File: src/rtl/definitions.sv
// Shared types and limits for the data-memory arbiter.
// Pure declarations: no logic, no state.
package definitions;

  typedef enum logic [1:0] {ARB_IDLE, ARB_ISSUE, ARB_WAIT, ARB_DONE} arb_state_t;
  typedef enum logic {REQ_CORE, REQ_HOST} req_id_t;

  localparam int LAT_CNT_W       = 3;
  localparam int MAX_MEM_LATENCY = (1 << LAT_CNT_W) - 1;

  function automatic bit latencyLegal(input int lat);
    return (lat >= 1) && (lat <= MAX_MEM_LATENCY);
  endfunction

endpackage

File: src/rtl/arb_rr_select.sv
// Two-way round-robin pick between core and host; purely combinational, zero latency.
// No backpressure of its own: the caller decides when the pick is consumed.
module arb_rr_select
  import definitions::*;
(
  input  logic    core_req,
  input  logic    host_req,
  input  req_id_t last_grant,
  output logic    grant_valid,
  output req_id_t grant_id
);

  always_comb begin
    grant_valid = core_req | host_req;
    grant_id    = REQ_CORE;
    if (core_req && host_req) begin
      // On a tie the side that did not win last time goes first.
      grant_id = (last_grant == REQ_CORE) ? REQ_HOST : REQ_CORE;
    end else if (host_req) begin
      grant_id = REQ_HOST;
    end
  end

endmodule

File: src/rtl/dmem_arbiter.sv
// Serialises core and host accesses to one single-port data memory; write done at N+2, read done at N+2+MEM_LATENCY.
// Requesters hold req until their done pulse; a loser keeping req high is granted next.
module dmem_arbiter
  import definitions::*;
#(
  parameter int ADDR_W      = 8,
  parameter int DATA_W      = 8,
  parameter int MEM_LATENCY = 1
) (
  input  logic              clock,
  input  logic              reset_n,
  input  logic              core_req,
  input  logic              core_we,
  input  logic [ADDR_W-1:0] core_addr,
  input  logic [DATA_W-1:0] core_wdata,
  output logic              core_done,
  output logic [DATA_W-1:0] core_rdata,
  input  logic              host_req,
  input  logic              host_we,
  input  logic [ADDR_W-1:0] host_addr,
  input  logic [DATA_W-1:0] host_wdata,
  output logic              host_done,
  output logic [DATA_W-1:0] host_rdata,
  output logic              mem_en,
  output logic              mem_we,
  output logic [ADDR_W-1:0] mem_addr,
  output logic [DATA_W-1:0] mem_wdata,
  input  logic [DATA_W-1:0] mem_rdata,
  output logic              busy
);

  localparam logic [LAT_CNT_W-1:0] LAST_WAIT = LAT_CNT_W'(MEM_LATENCY);
  localparam logic [LAT_CNT_W-1:0] CNT_ONE   = LAT_CNT_W'(1);

  if (!latencyLegal(MEM_LATENCY)) begin : gBadLatency
    $error("dmem_arbiter: MEM_LATENCY %0d outside 1..%0d", MEM_LATENCY, MAX_MEM_LATENCY);
  end

  arb_state_t           state;
  req_id_t              lastGrant;
  req_id_t              grantId;
  req_id_t              selId;
  logic                 selValid;
  logic                 latWe;
  logic [LAT_CNT_W-1:0] latCnt;

  arb_rr_select uSelect (
    .core_req    (core_req),
    .host_req    (host_req),
    .last_grant  (lastGrant),
    .grant_valid (selValid),
    .grant_id    (selId)
  );

  // mem_addr/mem_wdata double as the latched request; they only change at a grant.
  always_ff @(posedge clock or negedge reset_n) begin
    if (!reset_n) begin
      state      <= ARB_IDLE;
      lastGrant  <= REQ_HOST;
      grantId    <= REQ_CORE;
      latWe      <= 1'b0;
      latCnt     <= '0;
      mem_en     <= 1'b0;
      mem_we     <= 1'b0;
      mem_addr   <= '0;
      mem_wdata  <= '0;
      core_done  <= 1'b0;
      host_done  <= 1'b0;
      core_rdata <= '0;
      host_rdata <= '0;
      busy       <= 1'b0;
    end else begin
      mem_en    <= 1'b0;
      mem_we    <= 1'b0;
      core_done <= 1'b0;
      host_done <= 1'b0;
      unique case (state)
        ARB_IDLE: begin
          if (selValid) begin
            grantId   <= selId;
            lastGrant <= selId;
            if (selId == REQ_HOST) begin
              latWe     <= host_we;
              mem_we    <= host_we;
              mem_addr  <= host_addr;
              mem_wdata <= host_wdata;
            end else begin
              latWe     <= core_we;
              mem_we    <= core_we;
              mem_addr  <= core_addr;
              mem_wdata <= core_wdata;
            end
            mem_en <= 1'b1;
            busy   <= 1'b1;
            state  <= ARB_ISSUE;
          end
        end
        ARB_ISSUE: begin
          if (latWe) begin
            core_done <= (grantId == REQ_CORE);
            host_done <= (grantId == REQ_HOST);
            state     <= ARB_DONE;
          end else begin
            latCnt <= CNT_ONE;
            state  <= ARB_WAIT;
          end
        end
        ARB_WAIT: begin
          if (latCnt == LAST_WAIT) begin
            if (grantId == REQ_HOST) begin
              host_rdata <= mem_rdata;
              host_done  <= 1'b1;
            end else begin
              core_rdata <= mem_rdata;
              core_done  <= 1'b1;
            end
            latCnt <= '0;
            state  <= ARB_DONE;
          end else begin
            latCnt <= latCnt + CNT_ONE;
          end
        end
        ARB_DONE: begin
          busy  <= 1'b0;
          state <= ARB_IDLE;
        end
        default: state <= ARB_IDLE;
      endcase
    end
  end

endmodule
File: config.mk
export PLATFORM = sky130hd
export DESIGN_NAME = dmem_arbiter
export DESIGN_NICKNAME = d
export VERILOG_FILES = /design/src/rtl/definitions.sv /design/src/rtl/arb_rr_select.sv /design/src/rtl/dmem_arbiter.sv
export SDC_FILE = /design/constraint.sdc
export NUM_CORES = 1
export LEC_CHECK = 0
export CORE_UTILIZATION = 46
export DETAILED_ROUTE_END_ITERATION = 10
export GPL_TIMING_DRIVEN = 0
export PLACE_DENSITY = 0.85
export REMOVE_ABC_BUFFERS = 1
export SETUP_SLACK_MARGIN = 0.02
export SLEW_MARGIN = 10
export SYNTH_ARGS = -nofsm -noshare
export SYNTH_HDL_FRONTEND = slang
export SYNTH_SLANG_ARGS = --single-unit
export TNS_END_PERCENT = 30
File: constraint.sdc
create_clock -name clock -period 3.8 [get_ports clock]
set_clock_uncertainty 0.1 [all_clocks]
set_input_delay 0.57 -clock clock [delete_from_list [all_inputs] [get_ports clock]]
set_output_delay 0.57 -clock clock [all_outputs]
set_load 0.005 [all_outputs]
==> run metrics, run 1 <==
Slew headroom=52.0%; cells on worst reg2reg path=5; leakage=1.33 nW; Root Driver=clkbuf_8; share of cells above drive strength 1=15.3%; vias in the first global route=1494; r2r setup slk=1.88 ns; Worst Hold Class=in -> async; Fin. Hold Viols=0; crit path kind=in -> reg; crit path DAT=2.31 ns; DIE WIDTH=68.2 um; top fanout value on the critical path=10; RePlAce Congestion=0.714; YS warnings=0; via count=1512; status=finished clean; # fillers=293; crit path cell chain=clkdlybuf4s50_1, a21boi_2, buf_8, mux2i_1, o21ai_0; area leader, netlist=dfrtp_1; post-DR wirelength/cell=14.1 um; PwrDens=740 nW/um2; antenna-violating nets left=0; Final Worst Setup Slack=1.57 ns; DR iter-0 viols=44; CP Capture Type=flip-flop; Hold-fix buffers, CTS=0; Mean Syn Cell Area=12.4 um2; post-place setup slack=1.20 ns; drt drc=0; Non-Filler Cell Area, Final=3030 um2; gr ovfl total=0; DP HPWL=3.30 mm; Synth-to-Final Area Change=50.2%; count of unique library cells instantiated by Yosys=34; Post-synth EDFFs=0; H-tree Lvls=2; clock buffers created by TritonCTS=5; RSZ-0062 raised after global routing=no; maximum operating frequency=448 MHz; pin count of the biggest net entering global routing=29; die height=68.2 um; Area after DPL=2910 um2; Final Cycle Share=58.8%; most common library cells after synthesis=44 x dfrtp_1, 20 x nand2_1, 19 x o21ai_0; GRT Resource Usage Total=20.3%; CP delay by family, top=buffers and inverters; boundary pin count=83; Tmin final=2.23 ns; most common cell in the netlist=dfrtp_1; Worst-Margin Slew=0.715 ns; global-route wire length before repair=6.76 mm; Post-Syn Area=2010 um2; Clk Latency, worst-skew pair=0.29 ns; Multi-input gate area=835 um2; routed wire length=4.23 mm; Post-CTS Setup Inserts=0; core outline area=4120 um2; Power, Total=2.24 mW; final slew viol count=0; diode count=0; setup TNS=0 ns; deepest clock path buffer count=2; number of synthesized register bits=45; share of the synthesized area in the top cell type=54.7%; Std-Cell Rows=23; Mapped Cells=162; CP Launch Type=input port; Worst R2R Start=state[0]$_DFFE_PN0P_; CTS tree=yes; Worst EP required=3.88 ns; main area contributors after synthesis=dfrtp_1 55%, mux2i_1 8.4%, mux2_4 6.0%; clk slew on worst S/H paths=0.08 ns; PortBufs=82; Die Area=4650 um2; reg2reg end=core_rdata[4]$_DFFE_PN0P_; max cap viols=0; post-CTS sizing=0; via/cell ratio=5.06; TritonCTS sink count=45; initial antenna violation count=0; Seq/Total Area, Yosys=56.0%; CP max stage cell=a21boi_2; asr flop ratio synth=100%; Worst Path Buf+Inv=2; Reg area=1130 um2; Initial Utilization=49.0%; setup violators final=0; TritonRoute pass-1 iters=4; Main synth FF type=dfrtp_1; Max IR drop VDD=0.355 mV; post-layout net count=298; delay of the slowest critical-path stage=0.61 ns
==> cell usage in the layout, fill, tap and decap left out, types with 2 or more instances in the layout <==
| cell type | instances |
|---|---|
| mux2_2 | 9 |
| ha_1 | 4 |
| nand2_1 | 20 |
| a21oi_1 | 2 |
| mux2_4 | 8 |
| clkdlybuf4s50_1 | 81 |
| nor2_1 | 4 |
| clkbuf_8 | 6 |
| dfrtp_1 | 44 |
| mux2i_1 | 17 |
| buf_8 | 2 |
| a21bo_2 | 2 |
| o21ai_0 | 19 |
| inv_1 | 5 |
| nand3b_1 | 2 |
==> registers in the layout, indices dropped and copies added, names as in the netlist <==
register and count:
latWe 1, host_done 1, busy 1, mem_wdata 8, host_rdata 8, core_rdata 8, mem_en 1, grantId 1
lastGrant 1, latCnt 3, mem_addr 8, mem_we 1, state 2, core_done 1
==> per-layer routing <==
metal | vias up | global-route usage [%] | part of all wire (%)
li1 | 740 | - | -
met1 | 701 | 21.7 | 41
met2 | 62 | 35.4 | 48
met3 | 9 | 8.67 | 8.5
met4 | 0 | 7.03 | 1.6
met5 | - | 0 | 0
==> metrics by stage <==
| stage | hold WS [ns] | utilization (%) | cells |
|---|---|---|---|
| after detailed placement | 0.371 | 70.7 | 291 |
| after global placement | 0.357 | 69.4 | 288 |
| after CTS | 0.108 | 73.5 | 299 |
| after global routing | 0.116 | 73.5 | 299 |
| final | 0.104 | 73.5 | 299 |
| after floorplan | 0.174 | - | 156 |
==> worst max-delay path by stage <==
stage | from | end | slack (ns) | depth (start not counted)
after CTS | host_req | latWe$_DFFE_PN0P_ | 1.54 | 5
after detailed placement | host_req | latWe$_DFFE_PN0P_ | 1.20 | 5
after global placement | host_req | latWe$_DFFE_PN0P_ | 0.28 | 4
after floorplan | host_req | latWe$_DFFE_PN0P_ | 1.30 | 3
after global routing | host_req | latWe$_DFFE_PN0P_ | 1.48 | 5
final | host_req | latWe$_DFFE_PN0P_ | 1.57 | 5
==> power by group <==
group / total [mW] / internal (mW) / switching [mW]
logic: 1.03 / 0.650 / 0.383
clock network: 0.369 / 0.214 / 0.154
registers: 0.838 / 0.706 / 0.132
total: 2.24 / 1.57 / 0.669
==> final cells by class <==
class	count	area share, %
tap	50	2.07
timing repair buffer	85	28.6
clock inverter	1	0.993
multi-input combinational	106	27.6
sequential	45	37.3
inverter	5	0.620
clock buffer	7	2.85
==> logic make-up (layout without fill, tap and decap cells) <==
| kind of cell | Yosys count | after routing | synth area share (%) |
|---|---|---|---|
| AO/OA/AOI/OAI | 33 | 33 | 10.1 |
| adder cells (fa/ha/maj) | 4 | 4 | 2.48 |
| flip-flops | 45 | 45 | 56.0 |
| multiplexers | 35 | 35 | 20.0 |
| AND/OR/NAND/NOR | 34 | 34 | 8.51 |
| buffers and inverters | 11 | 98 | 2.98 |
Note: power is estimated with default switching activity, not from simulation.
==> run 2: changes to the inputs <==
Settings changed: CORE_UTILIZATION 46 to 38, PLACE_DENSITY 0.85 to 0.75.
Clock period 3.8 ns to 1.9 ns, I/O delays scaled along.
==> run 2 against run 1 <==
Against the previous run:
- first-iteration DRC count increased by 16%
- die area increased by 20%
- total power increased by 95%
- global-route usage decreased by 5.2 points
- critical endpoint is now core_rdata[5]$_DFFE_PN0P_
==> run metrics, run 2 (synthesized netlist as in run 1, its figures left out) <==
CP delay by family, top=simple AND/OR/NAND/NOR gates (was buffers and inverters); final slew viol count=0 (unchanged); boundary pin count=83 (unchanged); TritonRoute pass-1 iters=4 (unchanged); global-route wire length before repair=6.36 mm (was 6.76 mm); PortBufs=82 (unchanged); initial antenna violation count=0 (unchanged); gr ovfl total=0 (unchanged); DIE WIDTH=74.8 um (was 68.2 um); Fin. Hold Viols=0 (unchanged); crit path DAT=1.86 ns (was 2.31 ns); diode count=0 (unchanged); maximum operating frequency=562 MHz; share of power burned in registers=38.5% (was 37.4%); crit path cell chain=inv_2, ha_4, and4bb_4, and2_4, mux2_4 (was clkdlybuf4s50_1, a21boi_2, buf_8, mux2i_1, o21ai_0); Worst EP required=1.98 ns (was 3.88 ns); via/cell ratio=4.75 (was 5.06); post-place setup slack=-0.227 ns (was 1.20 ns); core outline area=5110 um2 (was 4120 um2); delay of the slowest critical-path stage=0.45 ns (was 0.61 ns); RePlAce Congestion=0.784 (was 0.714); PwrDens=1420 nW/um2 (was 740 nW/um2); Root Driver=clkbuf_8 (unchanged); # fillers=440 (was 293); clk slew on worst S/H paths=0.08 ns (about the same); top fanout value on the critical path=8 (was 10); crit path kind=reg -> reg (was in -> reg); Worst Hold Class=in -> async (unchanged); routed wire length=3.98 mm (was 4.23 mm); clock buffers created by TritonCTS=5 (unchanged); drt drc=0 (unchanged); TritonCTS sink count=45 (unchanged); Clk Latency, worst-skew pair=0.29 ns (about the same); antenna-violating nets left=0 (unchanged); Worst-Margin Slew=0.458 ns (was 0.715 ns); Final Cycle Share=93.7%; cells on worst reg2reg path=5 (unchanged); DR iter-0 viols=51 (was 44); H-tree Lvls=2 (unchanged); pin count of the biggest net entering global routing=35 (was 29); via count=1521 (was 1512); status=finished clean (unchanged); die height=74.8 um (was 68.2 um); Max IR drop VDD=0.567 mV (was 0.355 mV); Synth-to-Final Area Change=52.0% (was 50.2%); vias in the first global route=1463 (was 1494); CTS tree=yes (unchanged); Std-Cell Rows=26 (was 23); cell-internal power=3.02 mW (was 1.57 mW); DP HPWL=3.00 mm (was 3.30 mm); WP depth=5 (unchanged); RSZ-0062 raised after global routing=no (unchanged); GRT Resource Usage Total=15.1% (was 20.3%); CP Capture Type=flip-flop (unchanged); Final Worst Setup Slack=0.119 ns (was 1.57 ns); CP Launch Type=flip-flop (was input port); Slew headroom=69.5% (was 52.0%); setup violators final=0 (unchanged); Initial Utilization=39.4% (was 49.0%); Tmin final=1.78 ns; most frequent cells in the layout=81 x clkdlybuf4s50_1, 44 x dfrtp_1, 20 x nand2_1 (unchanged); Power, Total=4.36 mW (was 2.24 mW); leakage=1.33 nW (about the same); NetSw=1.34 mW (was 669 uW); combinational share of power=47.6% (was 46.1%); share of cells above drive strength 1=16.8% (was 15.3%); Clock power frac=13.9% (was 16.5%); deepest clock path buffer count=2 (unchanged); max cap viols=0 (unchanged); CP max stage cell=dfrtp_1 (was a21boi_2); Die Area=5600 um2 (was 4650 um2); post-DR wirelength/cell=12.4 um (was 14.1 um); most common cell after layout, fill and taps aside=clkdlybuf4s50_1 (unchanged); Worst Path Buf+Inv=1 (was 2); Switching Fraction=30.7% (was 29.9%); post-layout net count=299 (was 298)
## run 2: metrics by stage
step	TNS (ns)	hold slack, ns	std cells	instance area, um2	util (%)
5_1_grt	0	0.339	320	3060	59.9
6_report	0	0.304	320	3060	59.9
3_3_place_gp	-60.38	0.353	308	2880	56.4
2_1_floorplan	-6.19	-0.111	156	1970	-
3_5_place_dp	-2.51	0.0779	311	2930	57.4
4_1_cts	0	0.291	320	3040	59.5
## run 2: area by class of cell
class / instances / area (um2) / share of cell area (%)
Clock buffer: 6 / 82.6 / 2.70
Clock inverter: 2 / 13.8 / 0.450
Inverter: 5 / 18.8 / 0.613
Multi-Input combinational cell: 106 / 860 / 28.1
Sequential cell: 45 / 1130 / 36.8
Tap cell: 70 / 87.6 / 2.86
Timing Repair Buffer: 86 / 872 / 28.5
## run 2: worst paths after layout
kind	slack, ns	endpoint	start
max	0.12	core_rdata[5]$_DFFE_PN0P_	state[0]$_DFFE_PN0P_
min reg2reg	0.38	core_done$_DFF_PN0_	grantId$_DFFE_PN0P_
min	0.30	host_rdata[1]$_DFFE_PN0P_	reset_n
max reg2reg	0.12	core_rdata[5]$_DFFE_PN0P_	state[0]$_DFFE_PN0P_
max in group asynchronous	0.87	lastGrant$_DFFE_PN1P_	reset_n
min in group clock	0.38	core_done$_DFF_PN0_	grantId$_DFFE_PN0P_
## run 2: what timing repair did
action                                  CTS  global route
setup buffers                             0             0
hold endpoints to repair                 11             0
hold buffers                              1             0
gates resized for setup                   1             4
endpoints found under the setup margin    8            10
pin swaps                                 0             1
## run 2: power groups by stage
| stage | Clock [mW] | Sequential, mW | Combinational (mW) |
|---|---|---|---|
| after floorplan | 0 | 1.70 | 0.940 |
| after global placement | 0 | 1.66 | 2.00 |
| after detailed placement | 0 | 1.69 | 2.08 |
| after CTS | 0.630 | 1.67 | 2.09 |
| after global routing | 0.659 | 1.74 | 2.30 |
| final | 0.605 | 1.68 | 2.07 |
## run 2: layer usage
metal  vias up  routed length, um  GRT usage, %
met5         -                  0             0
met4         0                 48          4.40
met3         5                323          5.22
met2        62               1910          25.5
met1       716               1700          18.2
li1        738                  -             -
==> run 3: changes to the inputs <==
Settings changed: CORE_UTILIZATION 38 to 56, DONT_BUFFER_PORTS set to 1, PLACE_DENSITY 0.75 to 0.74.
==> run 3 against run 2 <==
Against the previous run:
- register-to-register slack lost 0.07 ns
- combinational power down 41%
- utilization grew 8.2 points
- setup slack worse by 0.073 ns
- total power is 20% lower
- first-iteration DRC count is 20% lower
- global-route usage grew 5.8 points
- critical path depth stayed put
- sequential power is 7% higher
- largest cell class unchanged
==> run metrics, run 3 (synthesized netlist as in run 1, its figures left out) <==
status=finished clean (unchanged); Initial Utilization=59.4% (was 39.4%); TritonCTS sink count=45 (unchanged); share of cells above drive strength 1=22.5% (was 16.8%); top fanout value on the critical path=8 (unchanged); RSZ-0062 raised after global routing=yes (was no); clock buffers created by TritonCTS=5 (unchanged); setup violators final=0 (unchanged); Slew headroom=67.5% (was 69.5%); vias in the first global route=1258 (was 1463); DR iter-0 viols=41 (was 51); Fin. Hold Viols=0 (unchanged); deepest clock path buffer count=2 (unchanged); leakage=1.05 nW (was 1.33 nW); Synth-to-Final Area Change=14.6% (was 52.0%); global-route wire length before repair=5.55 mm (was 6.36 mm); crit path kind=reg -> reg (unchanged); Worst-Margin Slew=0.488 ns (was 0.458 ns); diode count=0 (unchanged); via count=1309 (was 1521); max cap viols=0 (unchanged); clk slew on worst S/H paths=0.12 ns (was 0.08 ns); routed wire length=3.83 mm (was 3.98 mm); pin count of the biggest net entering global routing=46 (was 35); most common cell after layout, fill and taps aside=dfrtp_1 (was clkdlybuf4s50_1); drt drc=0 (unchanged); CTS tree=yes (unchanged); core outline area=3390 um2 (was 5110 um2); Worst Hold Class=in -> reg (was in -> async); H-tree Lvls=2 (unchanged); via/cell ratio=5.74 (was 4.75); Tmin final=1.85 ns (was 1.78 ns); gr ovfl total=0 (unchanged); Final Cycle Share=97.6% (was 93.7%); RePlAce Congestion=0.746 (was 0.784); PortBufs=0 (was 82); post-layout net count=231 (was 299); Std-Cell Rows=21 (was 26); post-DR wirelength/cell=16.8 um (was 12.4 um); # fillers=243 (was 440); initial antenna violation count=0 (unchanged); Min Hold Slack=0.0135 ns (was 0.304 ns); die height=62.0 um (was 74.8 um); antenna-violating nets left=0 (unchanged); boundary pin count=83 (unchanged); Worst EP required=2.06 ns (was 1.98 ns); final slew viol count=0 (unchanged); crit path DAT=2.01 ns (was 1.86 ns); DIE WIDTH=62.0 um (was 74.8 um); Power, Total=3.49 mW (was 4.36 mW); CP Capture Type=flip-flop (unchanged); CP Launch Type=flip-flop (unchanged); PwrDens=1510 nW/um2 (was 1420 nW/um2); Post-CTS Setup Inserts=0 (unchanged); maximum operating frequency=539 MHz (was 562 MHz); DP HPWL=2.69 mm (was 3.00 mm); Root Driver=clkbuf_4 (was clkbuf_8); Clk Latency, worst-skew pair=0.36 ns (was 0.29 ns); GRT Resource Usage Total=20.8% (was 15.1%); Die Area=3840 um2 (was 5600 um2); most frequent cells in the layout=43 x dfrtp_1, 20 x nand2_1, 19 x o21ai_0 (was 81 x clkdlybuf4s50_1, 44 x dfrtp_1, 20 x nand2_1); TritonRoute pass-1 iters=4 (unchanged); Max IR drop VDD=0.767 mV (was 0.567 mV)
==> run 3: changes by cell type in the layout (fill, tap and decap cells not counted), moves of 5 or more <==
cell and change:
clkdlybuf4s50_1 -81, dlygate4sd3_1 +14, clkbuf_4 +5, clkbuf_8 -5
==> run 3: cell type report <==
type	count	area (um2)	area share [%]
Clock inverter	2	13.8	0.596
Sequential cell	45	1130	48.9
Clock buffer	6	51.3	2.22
Multi-Input combinational cell	106	842	36.5
Inverter	5	18.8	0.813
Timing Repair Buffer	18	196	8.51
Tap cell	46	57.6	2.49
==> run 3: repair_timing <==
item | in CTS | in global routing
pin swaps | 0 | 0
endpoints found under the hold margin | 63 | 2
endpoints found under the setup margin | 8 | 10
hold buffers | 13 | 3
resized for setup | 1 | 2
==> run 3: critical path, stage by stage, from the launching register on <==
cell	delay [ns]
dfrtp_2	0.46
inv_1	0.10
ha_2	0.26
and4bb_4	0.27
and2_4	0.24
mux2_4	0.31
==> run 3: stage by stage <==
stage                     cell area (um2)  setup slack (ns)  instances  TNS, ns  util [%]
after floorplan                      1970            -0.377        156    -6.19         -
after global placement               2030            -0.675        202   -12.19      59.9
after detailed placement             2060           -0.0256        204   -0.170      60.9
after CTS                            2270            0.0276        225        0      67.0
after global routing                 2310           -0.0125        228  -0.0529      68.1
final                                2310            0.0462        228        0      68.1
==> run 3: path summary, 6_finish.rpt <==
path | from | end | slack (ns) | cells after the start
worst max-delay path | state[0]$_DFFE_PN0P_ | core_rdata[1]$_DFFE_PN0P_ | 0.05 | 5
worst min-delay path | core_wdata[1] | mem_wdata[1]$_DFFE_PN0P_ | 0.01 | 2
worst max register to register | state[0]$_DFFE_PN0P_ | core_rdata[1]$_DFFE_PN0P_ | 0.05 | 5
worst min register to register | grantId$_DFFE_PN0P_ | core_done$_DFF_PN0_ | 0.39 | 1
max in group asynchronous | reset_n | lastGrant$_DFFE_PN1P_ | 1.16 | 2
min in group asynchronous | reset_n | host_rdata[5]$_DFFE_PN0P_ | 0.28 | 2
==> run 3: report_power, final <==
group / switching [mW] / leakage [nW] / internal [mW]
clock network: 0.305 / 0.0382 / 0.181
registers: 0.375 / 0.548 / 1.41
logic: 0.562 / 0.465 / 0.657
==> run 3: routing by layer <==
metal / global-route usage, % / part of all wire, %
met3: 8.70 / 9.4
met5: 0 / 0
met4: 9.84 / 2.3
met2: 36.0 / 50
met1: 21.9 / 38
